File: config.mk
export PLATFORM = sky130hd
export DESIGN_NAME = alu_op_sequencer
export DESIGN_NICKNAME = d
export VERILOG_FILES = /design/src/rtl/alu_seq_pkg.sv /design/src/rtl/alu_seq_regfile.sv /design/src/rtl/alu_op_sequencer.sv
export SDC_FILE = /design/constraint.sdc
export NUM_CORES = 1
export LEC_CHECK = 0
export ABC_CLOCK_PERIOD_IN_PS = 2500
export BUFFER_PORTS_ARGS = -buffer_cell sky130_fd_sc_hd__buf_2
export CAP_MARGIN = 20
export CORE_UTILIZATION = 54
export CTS_CLUSTER_DIAMETER = 60
export DETAILED_ROUTE_END_ITERATION = 10
export PLACE_DENSITY = 0.81
export SLEW_MARGIN = 20
export SYNTH_ARGS = -nofsm -noshare
export SYNTH_HDL_FRONTEND = slang
export SYNTH_SLANG_ARGS = --single-unit
File: constraint.sdc
create_clock -name clk -period 2.5 [get_ports clk]
set_input_delay 0.375 -clock clk [delete_from_list [all_inputs] [get_ports clk]]
set_output_delay 0.375 -clock clk [all_outputs]
set_load 0.02 [all_outputs]
File: src/rtl/alu_seq_pkg.sv
// Shared opcodes, ALU select codes and FSM state type for the ALU op sequencer.
package alu_seq_pkg;

  localparam int DATA_W   = 5;
  localparam int RF_DEPTH = 4;

  localparam logic [2:0] OP_GTMASK  = 3'b000;
  localparam logic [2:0] OP_MAX     = 3'b001;
  localparam logic [2:0] OP_ROTL    = 3'b010;
  localparam logic [2:0] OP_SHR2    = 3'b011;
  localparam logic [2:0] OP_XNOR    = 3'b100;
  localparam logic [2:0] OP_NAND    = 3'b101;
  localparam logic [2:0] OP_LOAD    = 3'b110;
  localparam logic [2:0] OP_ILLEGAL = 3'b111;

  localparam logic [3:0] SEL_GTMASK = 4'b0000;
  localparam logic [3:0] SEL_MAX    = 4'b0001;
  localparam logic [3:0] SEL_ROTL   = 4'b0101;
  localparam logic [3:0] SEL_SHR2   = 4'b0111;
  localparam logic [3:0] SEL_XNOR   = 4'b1100;
  localparam logic [3:0] SEL_NAND   = 4'b1101;
  localparam logic [3:0] SEL_CONST  = 4'b1111;

  // Parked select; issuing any real op must toggle alu_s away from this.
  localparam logic [3:0] S_IDLE = 4'b1111;

  typedef enum logic [1:0] {
    ST_IDLE    = 2'b00,
    ST_ISSUE   = 2'b01,
    ST_CAPTURE = 2'b10,
    ST_RESP    = 2'b11
  } state_t;

  function automatic logic [3:0] encode_op(input logic [2:0] op);
    logic [3:0] sel;
    case (op)
      OP_GTMASK: sel = SEL_GTMASK;
      OP_MAX:    sel = SEL_MAX;
      OP_ROTL:   sel = SEL_ROTL;
      OP_SHR2:   sel = SEL_SHR2;
      OP_XNOR:   sel = SEL_XNOR;
      OP_NAND:   sel = SEL_NAND;
      default:   sel = SEL_CONST;
    endcase
    return sel;
  endfunction

endpackage

File: src/rtl/alu_seq_regfile.sv
// 4x5-bit register file: three combinational read ports, one synchronous write port.
module alu_seq_regfile
  import alu_seq_pkg::*;
(
  input  logic              clk,
  input  logic              rst_n,
  input  logic              we,
  input  logic [1:0]        waddr,
  input  logic [DATA_W-1:0] wdata,
  input  logic [1:0]        raddr_a,
  input  logic [1:0]        raddr_b,
  input  logic [1:0]        raddr_dbg,
  output logic [DATA_W-1:0] rdata_a,
  output logic [DATA_W-1:0] rdata_b,
  output logic [DATA_W-1:0] rdata_dbg
);

  logic [DATA_W-1:0] mem [RF_DEPTH];

  always_ff @(posedge clk or negedge rst_n) begin
    if (!rst_n) begin
      for (int i = 0; i < RF_DEPTH; i++) mem[i] <= '0;
    end else if (we) begin
      mem[waddr] <= wdata;
    end
  end

  assign rdata_a   = mem[raddr_a];
  assign rdata_b   = mem[raddr_b];
  assign rdata_dbg = mem[raddr_dbg];

endmodule

File: src/rtl/alu_op_sequencer.sv
// Command-driven initiator for the 5-bit select-coded ALU: reads operands,
// drives the ALU for one settle cycle, captures and writes back the result.
//
//   state      | meaning
//   -----------+----------------------------------------------------
//   ST_IDLE    | cmd_ready=1, waiting for a command
//   ST_ISSUE   | operands/select applied, ALU settling
//   ST_CAPTURE | result sampled into rsp regs, rf written (not ILLEGAL)
//   ST_RESP    | rsp_valid=1, waiting for rsp_ready
module alu_op_sequencer
  import alu_seq_pkg::*;
(
  input  logic        clk,
  input  logic        rst_n,
  input  logic        cmd_valid,
  output logic        cmd_ready,
  input  logic [2:0]  cmd_op,
  input  logic [1:0]  cmd_dst,
  input  logic [1:0]  cmd_srca,
  input  logic [1:0]  cmd_srcb,
  input  logic [4:0]  cmd_imm,
  output logic [4:0]  alu_a,
  output logic [4:0]  alu_b,
  output logic [3:0]  alu_s,
  input  logic [4:0]  alu_y,
  output logic        rsp_valid,
  input  logic        rsp_ready,
  output logic [4:0]  rsp_data,
  output logic [1:0]  rsp_dst,
  output logic        rsp_err,
  input  logic [1:0]  dbg_addr,
  output logic [4:0]  dbg_data
);

  state_t      state, state_nxt;
  logic [2:0]  op_q;
  logic [1:0]  dst_q;
  logic [4:0]  imm_q;
  logic [4:0]  rf_a, rf_b;
  logic [4:0]  result;
  logic        accept;
  logic        rf_we;

  assign cmd_ready = (state == ST_IDLE);
  assign rsp_valid = (state == ST_RESP);
  assign accept    = cmd_ready && cmd_valid;
  assign result    = (op_q == OP_LOAD) ? imm_q : alu_y;
  assign rf_we     = (state == ST_CAPTURE) && (op_q != OP_ILLEGAL);

  alu_seq_regfile u_rf (
    .clk       (clk),
    .rst_n     (rst_n),
    .we        (rf_we),
    .waddr     (dst_q),
    .wdata     (result),
    .raddr_a   (cmd_srca),
    .raddr_b   (cmd_srcb),
    .raddr_dbg (dbg_addr),
    .rdata_a   (rf_a),
    .rdata_b   (rf_b),
    .rdata_dbg (dbg_data)
  );

  always_comb begin
    state_nxt = state;
    case (state)
      ST_IDLE:    if (cmd_valid) state_nxt = ST_ISSUE;
      ST_ISSUE:   state_nxt = ST_CAPTURE;
      ST_CAPTURE: state_nxt = ST_RESP;
      ST_RESP:    if (rsp_ready) state_nxt = ST_IDLE;
      default:    state_nxt = ST_IDLE;
    endcase
  end

  always_ff @(posedge clk or negedge rst_n) begin
    if (!rst_n) begin
      state    <= ST_IDLE;
      alu_a    <= '0;
      alu_b    <= '0;
      alu_s    <= S_IDLE;
      op_q     <= '0;
      dst_q    <= '0;
      imm_q    <= '0;
      rsp_data <= '0;
      rsp_dst  <= '0;
      rsp_err  <= 1'b0;
    end else begin
      state <= state_nxt;
      if (accept) begin
        // Operands are read here, so a dst that is also a source sees the old value.
        alu_a <= rf_a;
        alu_b <= rf_b;
        alu_s <= encode_op(cmd_op);
        op_q  <= cmd_op;
        dst_q <= cmd_dst;
        imm_q <= cmd_imm;
      end else if (state == ST_CAPTURE) begin
        alu_s    <= S_IDLE;
        rsp_data <= result;
        rsp_dst  <= dst_q;
        rsp_err  <= (op_q == OP_ILLEGAL);
      end
    end
  end

endmodule

# == Word-level counts from Yosys, hierarchy flattened ==
# Cells that the tools add are included.
# classes
eq_ne,13
reduce_logical,8
magnitude_cmp,5
mux,19
bitwise_logic,5
# ops
operator,n
$mux W5,8
$bmux W5 S2,3
$pmux W4 S6,1
$bwmux W20,1
$eq A3 B3 Y1 const B,4
$ge A3 B3 Y1 const B,4
$not A2 Y3,4
$demux W5 S2,1
$mux W4,2
$pmux W2 S4,1
$eq A3 B2 Y1 const B,2
$eq A2 B2 Y1 const B,2
$mux W2,2
$reduce_and A2 Y1,2
$eq A3 B1 Y1 const B,1
$logic_and A1 B1 Y1,3
$logic_not A3 Y1,1
$lt A3 B1 Y1 const B,1
$ne A3 B3 Y1 const B,1
$eq A2 B1 Y1 const B,1
$logic_not A2 Y1,1
$ne A2 B1 Y1 const B,1
$ne A2 B2 Y1 const B,1
$reduce_bool A2 Y1,1
$not A1 Y1,1
# totals
elab_cells,64
ff_bits,54
inputBits,25

# == Depth between registers and ports, before layout ==
# Gate-level depths: netlist of run 1.
# depth
depth_word,6
ltp_mapped,7

# == By module ==
# From an unflattened synthesis of run 1, not the netlist that was laid out.
# unflattened
cells_unflattened,167
area_unflattened_um2,2637.5
# by_module_without_submodules
module,instances,cells_each,area_each_um2
alu_op_sequencer,1,105,1478.9
alu_seq_regfile,1,62,1158.6

# == Worst setup path after synthesis of run 1 ==
# Ideal clock, no wire load.
# synth_path
path_type,reg2reg
start,register state[0]
end,register dst_q[1]
stages_incl_launch_ff,7
slack_ns,0.623
setup_time_ns,0.125
synth_period_minus_slack_ns,1.877
arrival_time_ns,1.752
n_path_buf,2
cell_sequence,dfrtp_1 inv_1 ha_1 and2_1 clkbuf_1 buf_2 mux2_2
# synth_between
elab_chain_cells,2
# synth_rtl
item,line_no,source
"start, declared",alu_op_sequencer.sv:35,"state_t state, state_nxt;"
"start signal, assigned",alu_op_sequencer.sv:88,state <= state_nxt;
$logic_not A2 Y1,alu_op_sequencer.sv:44,assign cmd_ready = (state == ST_IDLE);
via cmd_ready,alu_op_sequencer.sv:16,"output logic cmd_ready,"
$logic_and A1 B1 Y1,alu_op_sequencer.sv:46,assign accept = cmd_ready && cmd_valid;
"end signal, assigned",alu_op_sequencer.sv:95,dst_q <= cmd_dst;
"end, declared",alu_op_sequencer.sv:37,logic [1:0] dst_q;
# The timed path passes the listed nets, and every way through them passes these cells.
# A chain may end at the register's enable or synchronous reset.

# == Worst setup path in the final report of run 1 ==
# layout_path
start,register state[0]
end,register u_rf.mem[16] (netlist bit)
# layout_between
elab_chain_cells,2
# layout_rtl
item,line_no,source
$eq A2 B2 Y1,alu_op_sequencer.sv:48,assign rf_we = (state == ST_CAPTURE) && (op_q != OP_ILLEGAL);
$logic_and A1 B1 Y1,alu_op_sequencer.sv:48,
"end signal, assigned by index",alu_seq_regfile.sv:24,mem[waddr] <= wdata;
"end, declared",alu_seq_regfile.sv:18,logic [DATA_W-1:0] mem [RF_DEPTH];
# Every way passes these cells.

==> results of run 1 <==
==> area by class of cell <==
cell class / count / area, um2
Fill cell: 330 / 1500
Sequential cell: 54 / 1360
Multi-Input combinational cell: 98 / 1150
Timing Repair Buffer: 58 / 303
Clock buffer: 7 / 76.3
Tap cell: 52 / 65.1
Inverter: 5 / 18.8
Clock inverter: 1 / 7.51
==> kinds of logic after synthesis <==
| family | count (synthesis) |
|---|---|
| AO/OA/AOI/OAI | 5 |
| buffers and inverters | 14 |
| flip-flops | 54 |
| AND/OR/NAND/NOR | 21 |
| adder cells (fa/ha/maj) | 4 |
| multiplexers | 68 |
==> cell usage in the layout, fill, tap and decap left out, types with 5 or more instances in the layout <==
cell type	Yosys	final
mux2_4	5	5
dfrtp_1	50	50
nand2_1	5	5
clkbuf_8	0	5
buf_4	1	5
buf_2	2	53
mux4_2	15	15
nor3_1	6	6
mux2_2	47	47
inv_1	5	5
==> power groups by stage <==
stage | clock network (uW) | logic [uW] | registers [uW]
final | 475 | 1750 | 1650
after global routing | 524 | 1900 | 1720
after CTS | 494 | 1770 | 1650
after detailed placement | 0 | 1760 | 1670
after global placement | 0 | 1710 | 1640
after floorplan | 0 | 1130 | 1790
==> path summary, 6_finish.rpt <==
path,endpoint,from,slack (ps)
max,u_rf.mem[16],state[0],590
min,alu_b[4],rst_n,170
max reg2reg,u_rf.mem[16],state[0],590
min reg2reg,imm_q[3],imm_q[3],510
max in group asynchronous,state[0],rst_n,1870
min in group clk,imm_q[0],cmd_imm[0],290
==> per-stage QoR <==
stage,setup slack [ps],utilization (%),hold slack (ps),power (uW)
2_1_floorplan,623,-,79.4,2920
3_3_place_gp,670,64.7,485,3350
3_5_place_dp,628,64.7,492,3430
4_1_cts,594,66.6,192,3910
5_1_grt,465,66.6,215,4140
6_report,588,66.6,166,3870
==> per-layer routing <==
layer	vias to the layer above	track usage, %	wire, um
met5	-	0	0
met4	0	4.89	51
met3	5	4.99	236
met2	50	36.5	2350
met1	798	29.8	2190
li1	727	-	-
==> worst max-delay path: stages, from the launching register on <==
cell     delay, ps
dfrtp_1        390
inv_1          130
ha_1           370
or4b_4         580
mux2_4         330
==> sequential cells by signal, summed over array words and instances, names as in the netlist, 3 cells and up <==
name	cells
op_q	3
rsp_data	5
alu_a	5
u_rf.mem	20
alu_s	4
imm_q	5
alu_b	5
==> impl_metrics.ini, run 1 <==
[outcome]
status = finished with violations
violations = design-rule violations

[route]
drt_iter0_drc = 87
wirelength_um = 4830
via_per_inst = 5.75
drcViolationCount = 5
vias = 1580
ant_nets = 0
dr.pass1.iters = 7
wire_per_inst_um = 17.6

[clocking]
htree_levels = 2
cts_buffer_depth = 2
cts.sinks = 54
cts_hold_repair.buffers = 0
root_buffer = clkbuf_8
postCtsSetupBuffers = 0
numCtsBuffers = 5
cts_tree = done
clkSlewWorstSetupHoldPaths_ps = 100
cts_resized = 0
clock_latency_ps = 310

[floorplanning]
die_w_um = 71.0
num_io_pins = 54
rows = 24
core_area_mm2 = 0.00447
fp.dieArea_mm2 = 0.00505
die_h_um = 71.0
start_util_pct = 57.5

[logic_synthesis]
ys_seq_elements = 54
synth_fa_ha_area_share_pct = 1.94
ys.flop_type = dfrtp_1
synth_edf_count = 0
netlist.area_leader.share_pct = 48.6
synth_cell_types = 24
synthArstFlopShare_pct = 100
synth_mux_area_share_pct = 37.0
synth_area_per_cell_um2 = 15.5
synthXorXnorAreaFrac_pct = 0
synth.top_cells.by_count = dfrtp_1 (50), mux2_2 (47), mux4_2 (15)
syn-cell-area_mm2 = 0.00257
synth-compound-area-share_pct = 1.02
synth_area_leaders = dfrtp_1 (49%), mux2_2 (21%), mux4_2 (13%)
yosysSeqAreaShare_pct = 52.7
syn_inst = 166
synth_top_family_by_area = multiplexers
syn_nets = 195
yosysWarnings = 0
synth-simple-area-share_pct = 4.76
synth_top_cell_by_area = dfrtp_1
yosysMostFrequentCell = dfrtp_1

[critical_path]
crit_type = reg2reg
start_kind = register
reg2regPathDepth = 4
crit_path_end_kind = register
cp.arrival_ps = 2110
critPathMaxFanout = 10
worstPathRequired_ps = 2690

[timing]
final_hold_viol_count = 0
fin_tns_setup_ps = 0
finClkSkew_ps = 11.5
slew_viol_final = 0
max_freq_mhz = 523
finalCritPeriodShare_pct = 76.5
fin_crit_ps = 1910
setup_viol_count_final = 0
rsz0062_at_grt = no
worstMarginPinSlew_ps = 674
slew_headroom_pct = 55.1

[power_and_ir_drop]
clkPwrFrac_pct = 12.3
switchingPower_uw = 1400
power_frac_comb_pct = 45.1
p_sw_share_pct = 36.2
p_seq_share_pct = 42.6
power.leakage_uw = 0.00135
max-vdd-ir-drop_mv = 0.574
p_int_uw = 2470
power_density_mw_per_mm2 = 1300

[grt]
grt_antenna_before_repair = 0
track_usage_pct = 21.9
grt_overflow = 0
grt_max_degree = 55
grt_pass1_wl_um = 8410
grt_pass1_vias = 1743

[cells_and_area]
postLayoutCellArea_mm2 = 0.00298
area_growth_pct = 15.7
final_cells = 275
diodes = 0
drive_gt1_share_pct = 61.9
nets = 251

[placed_design]
port_buffers = 53
dp.cells = 267
place_area_mm2 = 0.00289
gp_congestion = 0.752
post-dp-hpwl_um = 3510

[run]
cap_violations = 0

[worst_hold_path]
hp-class = in2async
Power figures use the tool's default switching activity.
==> run 2: changes to the inputs <==
--- a/config.mk
+++ b/config.mk
@@ -5,7 +5,7 @@
 export SDC_FILE = /design/constraint.sdc
 export NUM_CORES = 1
 export LEC_CHECK = 0
-export ABC_CLOCK_PERIOD_IN_PS = 2500
+export ABC_CLOCK_PERIOD_IN_PS = 1800
 export BUFFER_PORTS_ARGS = -buffer_cell sky130_fd_sc_hd__buf_2
 export CAP_MARGIN = 20
 export CORE_UTILIZATION = 54
==> constraint.sdc (replaced) <==
create_clock -name clk -period 1.8 [get_ports clk]
set_input_delay 0.27 -clock clk [delete_from_list [all_inputs] [get_ports clk]]
set_output_delay 0.27 -clock clk [all_outputs]
set_load 0.02 [all_outputs]
==> run 2 against run 1 <==
Against the previous run: final area up 1.2%; first-iteration DRC count down 2.3%; largest cell class unchanged; combinational power up 40%; critical path type unchanged; non-clock buffer count unchanged; register-to-register slack worse by 500 ps; cell count unchanged; count of clock-buffer cells in the layout unchanged; global-route usage down 0.60 points; clock power up 45%; clock skew down 7.5 ps; the run ends with design-rule violations, negative hold slack left.
==> impl_metrics.ini, run 2 (synthesis results as in run 1) <==
[clocking]
htree_levels = 2
cts_tree = done
cts_buffer_depth = 2
clock_latency_ps = 300
clkSlewWorstSetupHoldPaths_ps = 90
numCtsBuffers = 5
postCtsSetupBuffers = 0
cts_hold_repair.buffers = 0
cts_resized = 0
root_buffer = clkbuf_8
cts.sinks = 54

[cells_and_area]
post-route-util_pct = 67.3
multiInputGateArea_mm2 = 0.00115
top_register = u_rf.mem
largest_reg_flops = 20
final_cell_mix = buf_2 (53), dfrtp_1 (50), mux2_2 (47)
drive_gt1_share_pct = 62.8
n_fill_cell = 339
final_cells = 275
final_common_cell = buf_2
postLayoutCellArea_mm2 = 0.00301
nets = 251
area_growth_pct = 17.1
diodes = 0
seqCellArea_mm2 = 0.00136

[route]
via_per_inst = 5.66
wire_per_inst_um = 17.3
wirelength_um = 4750
drt_iter0_drc = 85
drcViolationCount = 4
vias = 1557
ant_nets = 0
dr.pass1.iters = 9

[floorplanning]
num_io_pins = 54
start_util_pct = 57.5
die_h_um = 71.0
core_area_mm2 = 0.00447
die_w_um = 71.0
fp.dieArea_mm2 = 0.00505
rows = 24

[grt]
grt_max_degree = 30
grt_overflow = 0
grt_pass1_vias = 1616
grt_pass1_wl_um = 8040
track_usage_pct = 21.3
grt_antenna_before_repair = 0

[placed_design]
gp_congestion = 0.770
place_area_mm2 = 0.00292
dp.cells = 267
post-dp-hpwl_um = 3570
port_buffers = 53

[timing]
finClkSkew_ps = 4.00
holdWs_ps = -1.08
slew_headroom_pct = 54.8
worstMarginPinSlew_ps = 678
finalCritPeriodShare_pct = 95.1
fin_tns_setup_ps = 0
slew_viol_final = 0
fin_crit_ps = 1710
rsz0062_at_grt = no
setup_viol_count_final = 0
max_freq_mhz = 584
final_hold_viol_count = 2

[outcome]
status = finished with violations
violations = design-rule violations, negative hold slack

[critical_path]
start_kind = register
crit_path_end_kind = register
crit_type = reg2reg
worstPathRequired_ps = 1990
cp.arrival_ps = 1900
crit_family = simple AND/OR/NAND/NOR gates
path_buf_inv = 1
crit_slowest_cell = or4b_4
slowest_delay_ps = 540
critPathMaxFanout = 5
crit_chain = inv_1 > ha_1 > or4b_4 > mux2_4

[power_and_ir_drop]
power.leakage_uw = 0.00136
power_density_mw_per_mm2 = 1800
max-vdd-ir-drop_mv = 0.974

[run]
cap_violations = 0

[worst_hold_path]
hp-class = in2async
[run 2: cell count changes in the layout (fill, tap and decap cells not counted), sizes merged]
cell	before	now
clkinv	0	1
clkinvlp	1	0
[run 2: layout make-up]
| type | count | area share (%) |
|---|---|---|
| Multi-Input combinational cell | 98 | 38.3 |
| Timing Repair Buffer | 58 | 10.9 |
| Clock buffer | 7 | 2.87 |
| Inverter | 5 | 0.623 |
| Sequential cell | 54 | 45.0 |
| Tap cell | 52 | 2.16 |
| Clock inverter | 1 | 0.166 |
[run 2: through the flow]
step	worst slack [ps]	total power [uW]	hold WS, ps
after global placement	151	4680	342
after global routing	22.1	5790	41.9
after floorplan	8.99	4060	-25.6
final	88.4	5430	-1.08
after CTS	84.1	5480	19.1
after detailed placement	106	4790	344
[run 2: path summary, 6_finish.rpt]
path	start	endpoint	slack, ps	cells after the start
hold / removal	rst_n	alu_a[4]	-1	1
hold reg to reg	alu_b[2]	alu_b[2]	510	1
max in group asynchronous	rst_n	u_rf.mem[2]	1230	2
setup / recovery	state[0]	u_rf.mem[17]	90	4
min in group clk	cmd_imm[1]	imm_q[1]	190	2
setup reg to reg	state[0]	u_rf.mem[17]	90	4
[run 2: routing by layer]
layer | global-route usage, % | vias up | share of wire (%)
met5 | 0 | - | 0
met3 | 4.13 | 7 | 3.9
met1 | 31.3 | 778 | 48
li1 | - | 729 | -
met2 | 32.8 | 43 | 46
met4 | 6.44 | 0 | 1.2
[run 2: where the power goes]
group / switching, uW / total [uW] / internal (uW)
clock network: 378 / 689 / 311
logic: 1120 / 2450 / 1320
registers: 447 / 2290 / 1850
total: 1950 / 5430 / 3480
